==> src/rtl/alu_serial_if.sv <==
// Handshake and operand/result bundle for the slice-serial ALU.
interface alu_serial_if #(
    parameter int WIDTH = 64
);
    logic             start;
    logic [WIDTH-1:0] a;
    logic [WIDTH-1:0] b;
    logic             cin;
    logic [1:0]       op;
    logic             busy;
    logic             done;
    logic [WIDTH-1:0] s;
    logic             cout;
    logic             zero;
    logic             ovf;

    // Requester side: issues operations and observes results.
    modport master (
        output start, a, b, cin, op,
        input  busy, done, s, cout, zero, ovf
    );

    // ALU side: accepts operations and produces results.
    modport slave (
        input  start, a, b, cin, op,
        output busy, done, s, cout, zero, ovf
    );
endinterface

==> src/rtl/alu_serial.sv <==
// Slice-serial ALU: NOR/XOR/ADD/SUB on WIDTH-bit operands, SLICE bits per
// clock, LSB slice first, with a carry register bridging the slices.
module alu_serial #(
    parameter int WIDTH = 64,
    parameter int SLICE = 8
) (
    input logic         clk,
    input logic         rst,
    alu_serial_if.slave bus
);
    localparam int N  = WIDTH / SLICE;
    localparam int KW = (N > 1) ? $clog2(N) : 1;

    typedef enum logic [1:0] {IDLE, RUN, DONE} state_t;

    state_t           state_reg, state_next;
    logic [KW-1:0]    k_reg;
    logic [WIDTH-1:0] a_reg, b_reg, s_reg;
    logic [1:0]       op_reg;
    logic             carry_reg, cout_reg, zero_reg, ovf_reg;

    logic             accept, last;
    logic [SLICE-1:0] a_sl, b_sl, bp_sl, logic_sl, res_sl;
    logic [SLICE:0]   sum_sl;
    logic             slice_cout, bp_msb, ovf_final;
    logic [WIDTH-1:0] s_merged;

    // New work is taken only when nothing is in flight.
    assign accept = bus.start && (state_reg == IDLE || state_reg == DONE);
    assign last   = (k_reg == KW'(N - 1));

    assign a_sl = a_reg[k_reg*SLICE +: SLICE];
    assign b_sl = b_reg[k_reg*SLICE +: SLICE];

    // Per-bit operand conditioning and logic result; op[0] selects
    // inverted B for SUB and XOR (vs NOR) for the logic pair.
    generate
        for (genvar gi = 0; gi < SLICE; gi++) begin : g_bit
            assign bp_sl[gi]    = op_reg[0] ? ~b_sl[gi] : b_sl[gi];
            assign logic_sl[gi] = op_reg[0] ? (a_sl[gi] ^ b_sl[gi])
                                            : ~(a_sl[gi] | b_sl[gi]);
        end
    endgenerate

    assign sum_sl     = {1'b0, a_sl} + {1'b0, bp_sl} + {{SLICE{1'b0}}, carry_reg};
    assign res_sl     = op_reg[1] ? sum_sl[SLICE-1:0] : logic_sl;
    assign slice_cout = op_reg[1] & sum_sl[SLICE];

    // Overflow uses the final slice's MSB, which is the result MSB.
    assign bp_msb    = op_reg[0] ? ~b_reg[WIDTH-1] : b_reg[WIDTH-1];
    assign ovf_final = op_reg[1] & (a_reg[WIDTH-1] ~^ bp_msb)
                                 & (res_sl[SLICE-1] ^ a_reg[WIDTH-1]);

    // Result with the current slice merged in, so zero sees the full word.
    always_comb begin
        s_merged = s_reg;
        s_merged[k_reg*SLICE +: SLICE] = res_sl;
    end

    // State register.
    always_ff @(posedge clk) begin
        if (rst) state_reg <= IDLE;
        else     state_reg <= state_next;
    end

    // Next-state and handshake outputs.
    always_comb begin
        state_next = state_reg;
        bus.busy   = 1'b0;
        bus.done   = 1'b0;
        case (state_reg)
            IDLE: if (bus.start) state_next = RUN;
            RUN: begin
                bus.busy = 1'b1;
                if (last) state_next = DONE;
            end
            DONE: begin
                bus.done   = 1'b1;
                state_next = bus.start ? RUN : IDLE;
            end
            default: state_next = IDLE;
        endcase
    end

    // Operand latch, slice counter, carry chain and result/flag registers.
    always_ff @(posedge clk) begin
        if (rst) begin
            k_reg     <= '0;
            a_reg     <= '0;
            b_reg     <= '0;
            op_reg    <= 2'b00;
            carry_reg <= 1'b0;
            s_reg     <= '0;
            cout_reg  <= 1'b0;
            zero_reg  <= 1'b1;
            ovf_reg   <= 1'b0;
        end else if (accept) begin
            k_reg     <= '0;
            a_reg     <= bus.a;
            b_reg     <= bus.b;
            op_reg    <= bus.op;
            carry_reg <= bus.op[1] & bus.cin;
        end else if (state_reg == RUN) begin
            s_reg     <= s_merged;
            carry_reg <= slice_cout;
            k_reg     <= last ? '0 : k_reg + 1'b1;
            if (last) begin
                cout_reg <= slice_cout;
                zero_reg <= (s_merged == '0);
                ovf_reg  <= ovf_final;
            end
        end
    end

    assign bus.s    = s_reg;
    assign bus.cout = cout_reg;
    assign bus.zero = zero_reg;
    assign bus.ovf  = ovf_reg;
endmodule
==> src/flat_wrapper.sv <==
// flat-port wrapper written by rule: the top's interface ports become plain ports
module alu_serial_flat 
#(
    parameter int WIDTH = 64,
    parameter int SLICE = 8
)
  (clk, rst, bus_start, bus_a, bus_b, bus_cin, bus_op, bus_busy, bus_done, bus_s, bus_cout, bus_zero, bus_ovf);
  alu_serial_if #(.WIDTH(WIDTH)) bus_i ();
  input logic clk;
  input logic rst;
  input wire logic [$bits(bus_i.start)-1:0] bus_start;
  input wire logic [$bits(bus_i.a)-1:0] bus_a;
  input wire logic [$bits(bus_i.b)-1:0] bus_b;
  input wire logic [$bits(bus_i.cin)-1:0] bus_cin;
  input wire logic [$bits(bus_i.op)-1:0] bus_op;
  output wire logic [$bits(bus_i.busy)-1:0] bus_busy;
  output wire logic [$bits(bus_i.done)-1:0] bus_done;
  output wire logic [$bits(bus_i.s)-1:0] bus_s;
  output wire logic [$bits(bus_i.cout)-1:0] bus_cout;
  output wire logic [$bits(bus_i.zero)-1:0] bus_zero;
  output wire logic [$bits(bus_i.ovf)-1:0] bus_ovf;
  assign bus_i.start = bus_start;
  assign bus_i.a = bus_a;
  assign bus_i.b = bus_b;
  assign bus_i.cin = bus_cin;
  assign bus_i.op = bus_op;
  assign bus_busy = bus_i.busy;
  assign bus_done = bus_i.done;
  assign bus_s = bus_i.s;
  assign bus_cout = bus_i.cout;
  assign bus_zero = bus_i.zero;
  assign bus_ovf = bus_i.ovf;
  alu_serial #(.WIDTH(WIDTH), .SLICE(SLICE)) u_core (.clk(clk), .rst(rst), .bus(bus_i));
endmodule
==> config.mk <==
export PLATFORM = sky130hd
export DESIGN_NAME = alu_serial_flat
export DESIGN_NICKNAME = d
export VERILOG_FILES = /design/src/rtl/alu_serial_if.sv /design/src/rtl/alu_serial.sv /design/src/flat_wrapper.sv
export SDC_FILE = /design/constraint.sdc
export NUM_CORES = 1
export LEC_CHECK = 0
export CAP_MARGIN = 20
export CORE_UTILIZATION = 51
export DETAILED_ROUTE_END_ITERATION = 7
export HOLD_SLACK_MARGIN = 0.15
export PLACE_DENSITY_LB_ADDON = 0.3
export SLEW_MARGIN = 10
export SYNTH_ARGS = -nofsm -noshare
export SYNTH_HDL_FRONTEND = slang
export SYNTH_SLANG_ARGS = --single-unit
==> constraint.sdc <==
create_clock -name clk -period 6.3 [get_ports clk]
set_input_delay 1.26 -clock clk [delete_from_list [all_inputs] [get_ports clk]]
set_output_delay 1.26 -clock clk [all_outputs]
set_load 0.03 [all_outputs]
* Word level (Yosys, flattened, before mapping)
Index checks and enable logic that the tools add are counted.
** Cells by class
- Add/subtract/negate cells :: 4
- Equal/unequal tests :: 5
- Shift operators :: 4
- Muxes and demuxes :: 28
- Bitwise operators :: 40
- Reduce and logical (&&, ||, !) cells :: 9
** Operators with widths (count)
- variable part select 64 x 7 -> 8 bit :: 2
- bitwise mux 64 bit :: 1
- zero test 64 bit :: 1
- variable shift 8 x 34 -> 64 bit, first input constant :: 1
- variable part select 8 x 34 -> 64 bit :: 1
- negation 6 -> 34 bit :: 1
- 2-to-1 mux 1 bit :: 22
- inverter 1 bit :: 18
- adder 8 x 8 -> 9 bit :: 1
- adder 9 x 1 -> 9 bit :: 1
- bitwise XOR 1 bit :: 9
- 2-to-1 mux 8 bit :: 1
- OR 1 bit :: 8
- one-hot mux 2 bit (3 select lines) :: 1
- bitwise AND 1 bit :: 4
- 2-to-1 mux 2 bit :: 2
- AND reduction 2 bit :: 2
- adder 3 x 1 -> 3 bit, second input constant :: 1
- equality test 3 bit, second input constant :: 1
- 2-to-1 mux 3 bit :: 1
- AND reduction 3 bit :: 1
- equality test 2 x 1 -> 1 bit, second input constant :: 1
- equality test 2 bit, second input constant :: 1
- zero test 2 bit :: 1
- 7 further kinds :: 7
** Word-level totals
- Flip-flop bits (word level) :: 203
- Input bits :: 134
- Output and inout bits :: 69
- Word-level logic and storage cells :: 100

* Depth between registers and ports, before layout
- Depth after elaboration :: 9
- Depth in mapped cells :: 17
- Depth with buffers taken out :: 13

* Least setup slack after synthesis
No wires, ideal clock.
- Path kind :: register -> register
- From :: reg u_core.k_reg[0]
- To :: reg u_core.zero_reg (netlist: u_core.bus.zero)
- Library setup time :: 0.069 ns
- Arrival time :: 4.731 ns
- Data required time :: 6.231 ns
- Path slack :: 1.501 ns
- Cell stages (with the launch flop) :: 17
- Buffers on the path :: 3
- Clock period less this slack :: 4.799 ns
- Path through :: dfxtp_1 > buf_6 > clkbuf_1 > buf_2 > mux4_2 > mux2i_1 > xor2_1 > fa_1 > fa_1 > xnor2_1 > mux2i_1 > a21o_1 > o221ai_1 > or4_4 > a2111oi_4 > nand4_1 > o21ai_1
** On the way
- Cells in the longest elaborated chain, start to end :: 9
- Elaborated cells on any way between the ends :: 60
- Those cells by class :: add/sub: 3; eq/ne: 1; shift: 4; mux: 18; bitwise: 32; reduce/logical: 2
** RTL lines
- from (decl) :: RTL line alu_serial.sv:17 : logic [KW-1:0] k_reg;
- from (signal assigned) :: RTL line alu_serial.sv:106 : k_reg <= last ? '0 : k_reg + 1'b1;
- variable part select 64 x 7 -> 8 bit :: RTL line alu_serial.sv:33 : assign b_sl = b_reg[k_reg*SLICE +: SLICE];
- inverter 1 bit :: RTL line alu_serial.sv:39 : assign bp_sl[gi] = op_reg[0] ? ~b_sl[gi] : b_sl[gi];
- 2-to-1 mux 1 bit :: RTL line alu_serial.sv:39
- adder 8 x 8 -> 9 bit :: RTL line alu_serial.sv:45 : assign sum_sl = {1'b0, a_sl} + {1'b0, bp_sl} + {{SLICE{1'b0}}, carry_reg};
- adder 9 x 1 -> 9 bit :: RTL line alu_serial.sv:45
- 2-to-1 mux 8 bit :: RTL line alu_serial.sv:46 : assign res_sl = op_reg[1] ? sum_sl[SLICE-1:0] : logic_sl;
- variable part select 8 x 34 -> 64 bit :: RTL line alu_serial.sv:57 : s_merged[k_reg*SLICE +: SLICE] = res_sl;
- bitwise mux 64 bit :: RTL line alu_serial.sv:57
- zero test 64 bit :: RTL line alu_serial.sv:109 : zero_reg <= (s_merged == '0);
- to (signal assigned) :: RTL line alu_serial.sv:109
- to (decl) :: RTL line alu_serial.sv:20 : logic carry_reg, cout_reg, zero_reg, ovf_reg;
Parallel ways exist; a longest one is shown, timed or not.
A chain may end at the register's enable or synchronous reset.

* Worst setup path in the final report
Ends and elaborated chain as after synthesis.

==> impl_metrics.yaml <==
status:
  outcome: "finished, violations left"
  violations: "DRC"
global_routing:
  grt_pass1_wl_um: 42350
  grtUsageTotal_pct: 26.97
  antenna_found_initial: 0
  grt-ovfl-total: 0
  grt_pass1_vias: 8531
  grt_max_degree: 155
power:
  powerDensity_nw_per_um2: 254.1
  p_int_mw: 2.304
  leakage_nw: 4.586
  sw_frac_of_total_pct: 26.05
  p_sw_mw: 0.8117
  power_frac_seq_pct: 44.4
  fin_total_pwr_mw: 3.116
  ir_drop_mv: 0.1986
  clkPwrFrac_pct: 39.7
  p_comb_share_pct: 15.9
critical_path:
  required_ps: 6720
  reg2regPathDepth: 13
  cp_num_buf_inv: 1
  start_kind: "register"
  path_max_fanout: 21
  path_class: "reg2reg"
  crit_chain: "mux4_2, mux2i_1, xor2_1, fa_1, fa_1, nand2_1, o21ai_1, buf_4, o221ai_1, or4_4, a2111oi_4, nand4_1, o21ai_1"
  slowest_stage: "dfxtp_2"
  rr_startpoint: "u_core.k_reg[0]"
  critPathArrivalTime_ps: 5310
  critPathTopFamily: "adder cells"
  critPathMaxStageDelay_ps: 800
  end_kind: "register"
  r2r_slack_ps: 1410
  rr_endpoint: "u_core.bus.zero"
drt:
  dr.pass1.iters: 7
  vias: 8889
  post_drt_wl_per_cell_um: 16.28
  via_per_inst: 5.644
  drt_iter0_markers: 661
  finalWirelength_um: 25640
  drc: 22
  ant_nets: 0
clocking:
  cts_sinks: 203
  h-tree-depth: 1
  ctsLongestPathBuffers: 3
  insertion_delay_ps: 490
  cts_tree: "done"
  cts-resized-gates: 0
  clk_pin_slew_ps: 60
  post_cts_buffers: 0
  numCtsBuffers: 21
  root_buffer: "clkbuf_16"
  cts_hold_buf: 0
sta:
  setup_viol: 0
  slew_viol_final: 0
  skew_ps: 9.710
  worst_pin_slew_ps: 1051
  worst_slew_margin_rel_pct: 29.81
  rsz0062_at_grt: "no"
  fmax_ghz: 0.2047
  tns_ps: 0
  final_hold_viol_count: 0
  fin_crit_sh_pct: 77.56
  period_needed_ps: 4886
synth:
  synth_flop_cell: "dfxtp_1"
  syn_nets: 1344
  syn_area_per_cell_um2: 7.986
  synth_edf_count: 0
  async_flop_share_pct: 0
  syn_inst: 1189
  yosysUniqueCellTypes: 62
  ys_ff_latch: 203
  yosysWarnings: 0
  synth_area_um2: 9495
  ys_seq_area_share_pct: 42.80
final_layout:
  antenna_cells: 0
  drive_gt1_share_pct: 7.207
  nets: 1488
  areaGrowthSynthToFinish_pct: 29.15
placement:
  portBuffers: 202
  place_congestion: 0.9042
  dp_hpwl_um: 17440
die:
  ios: 203
  die_area_um2: 19170
  rows: 49
  die_h_um: 138.5
  design.core.area_um2: 18090
  initial_core_util_pct: 52.50
  die_w_um: 138.5
worst_hold_path:
  min_from: "u_core.b_reg[33]"
  hp-class: "reg2reg"
  whs_endpoint: "u_core.b_reg[33]"
  hold_path_depth: 2
run:
  max-cap-violations: 0
[power by group through the flow]
stage | Sequential (mW) | Clock, mW | Combinational, mW
2_1_floorplan | 1.40 | 0 | 0.298
3_3_place_gp | 1.41 | 0 | 0.473
3_5_place_dp | 1.41 | 0 | 0.482
4_1_cts | 1.38 | 1.25 | 0.486
5_1_grt | 1.39 | 1.30 | 0.539
6_report | 1.38 | 1.24 | 0.495
[final cells by class]
cell class                 instances  area, um^2
multi-input combinational        877        5019
timing repair buffer             213        2138
clock inverter                     7       91.34
fill                            1533        5823
inverter                          17       66.31
sequential                       203        4066
clock buffer                      29       595.6
tap                              229       286.5
[logic make-up (layout without fill, tap and decap cells)]
logic type                 count (synthesis)  in the layout  synth area share (%)
and+or+nand+nor                          528            528                 23.18
buffers and inverters                    109            266                 4.507
xor gates and xnor gates                  11             11                 1.015
AOI/OAI and AO/OA                        265            265                 15.81
muxes                                     52             52                 9.764
DFF                                      203            203                 42.80
adders and majority gates                 21             21                 2.925
[worst register-to-register path, cell delays in order (launching register included)]
cell and delay, ps:
dfxtp_2 800, mux4_2 590, mux2i_1 330, xor2_1 150
fa_1 480, fa_1 500, nand2_1 60, o21ai_1 370
buf_4 280, o221ai_1 140, or4_4 530, a2111oi_4 350
nand4_1 130, o21ai_1 120
[metal layers]
| metal | global-route usage, % | vias to the layer above | routed length [um] |
|---|---|---|---|
| met1 | 36.48 | 4148 | 11150 |
| met4 | 8.102 | 0 | 704 |
| met5 | 0 | - | 0 |
| met3 | 3.776 | 55 | 1808 |
| li1 | - | 4342 | - |
| met2 | 44.83 | 344 | 11980 |
[Yosys cell counts, types with 2 or more instances]
master / count / area [um^2]
nand2_1: 313 / 1175
dfxtp_1: 203 / 4064
a21oi_1: 202 / 1011
nor2_1: 118 / 442.9
clkbuf_1: 80 / 300.3
nor3_1: 41 / 205.2
mux4_2: 32 / 720.7
ha_1: 19 / 237.7
mux2i_1: 15 / 150.1
inv_1: 14 / 52.55
a211oi_1: 12 / 90.09
nand2b_1: 8 / 50.05
xnor2_1: 8 / 70.07
buf_2: 7 / 35.03
a31oi_1: 6 / 37.54
nor2b_1: 6 / 37.54
nor4_1: 6 / 37.54
or3_1: 6 / 37.54
a21o_1: 5 / 37.54
mux2_2: 5 / 56.30
o21ai_0: 5 / 25.02
or4_1: 5 / 37.54
a211o_1: 4 / 35.03
and3_1: 4 / 25.02
buf_1: 4 / 15.01
nand4_1: 4 / 25.02
o22ai_1: 4 / 25.02
nand3_1: 3 / 15.01
o21ai_1: 3 / 15.01
or2_2: 3 / 18.77
xor2_1: 3 / 26.28
a22oi_1: 2 / 15.01
and2_1: 2 / 12.51
fa_1: 2 / 40.04
inv_2: 2 / 7.510
nand3b_1: 2 / 15.01
nor3b_1: 2 / 15.01
nor4b_1: 2 / 17.52
o2111ai_1: 2 / 17.52
o221ai_1: 2 / 17.52
o31ai_1: 2 / 15.01
[through the flow]
stage | hold WS [ps] | util (%) | area, um^2 | cells | worst slack, ps
after global placement | 438.9 | 63.81 | 11540 | 1537 | 1499
final | 452.5 | 67.80 | 12260 | 1575 | 1414
after CTS | 451.4 | 67.61 | 12230 | 1573 | 1268
after floorplan | 433.1 | - | 9495 | 1189 | 1501
after detailed placement | 443.1 | 63.81 | 11540 | 1537 | 1311
after global routing | 474.4 | 67.80 | 12260 | 1575 | 1116
[how the worst max path moves through the flow]
stage	startpoint	to	slack [ps]	depth (start not counted)
floorplan	u_core.k_reg[0]	u_core.bus.zero	1500	16
global placement	u_core.k_reg[0]	u_core.bus.zero	1500	12
detailed placement	u_core.k_reg[0]	u_core.bus.zero	1310	12
CTS	u_core.k_reg[0]	u_core.bus.zero	1270	13
global route	u_core.k_reg[0]	u_core.bus.zero	1120	13
finish	u_core.k_reg[0]	u_core.bus.zero	1410	13
[placed cells by master, fill, tap and decap left out, types with 4 or more instances in the layout]
cell and n:
o21ai_0 5, mux4_2 32, mux2i_1 15, or3_1 6
mux2_2 5, clkbuf_8 4, dfxtp_1 201, clkbuf_1 4
a21o_1 5, a31oi_1 6, ha_1 19, nor2_1 118
clkbuf_16 21, nand4_1 4, clkdlybuf4s50_1 201, o22ai_1 4
nor3_1 41, nor2b_1 5, a21oi_1 202, inv_1 14
a211oi_1 12, xnor2_1 8, nand2_1 313, nand2b_1 7
a211o_1 4, or4_1 5, buf_4 9, and3_1 4
nor4_1 6
(Power assumes the default switching activity.)
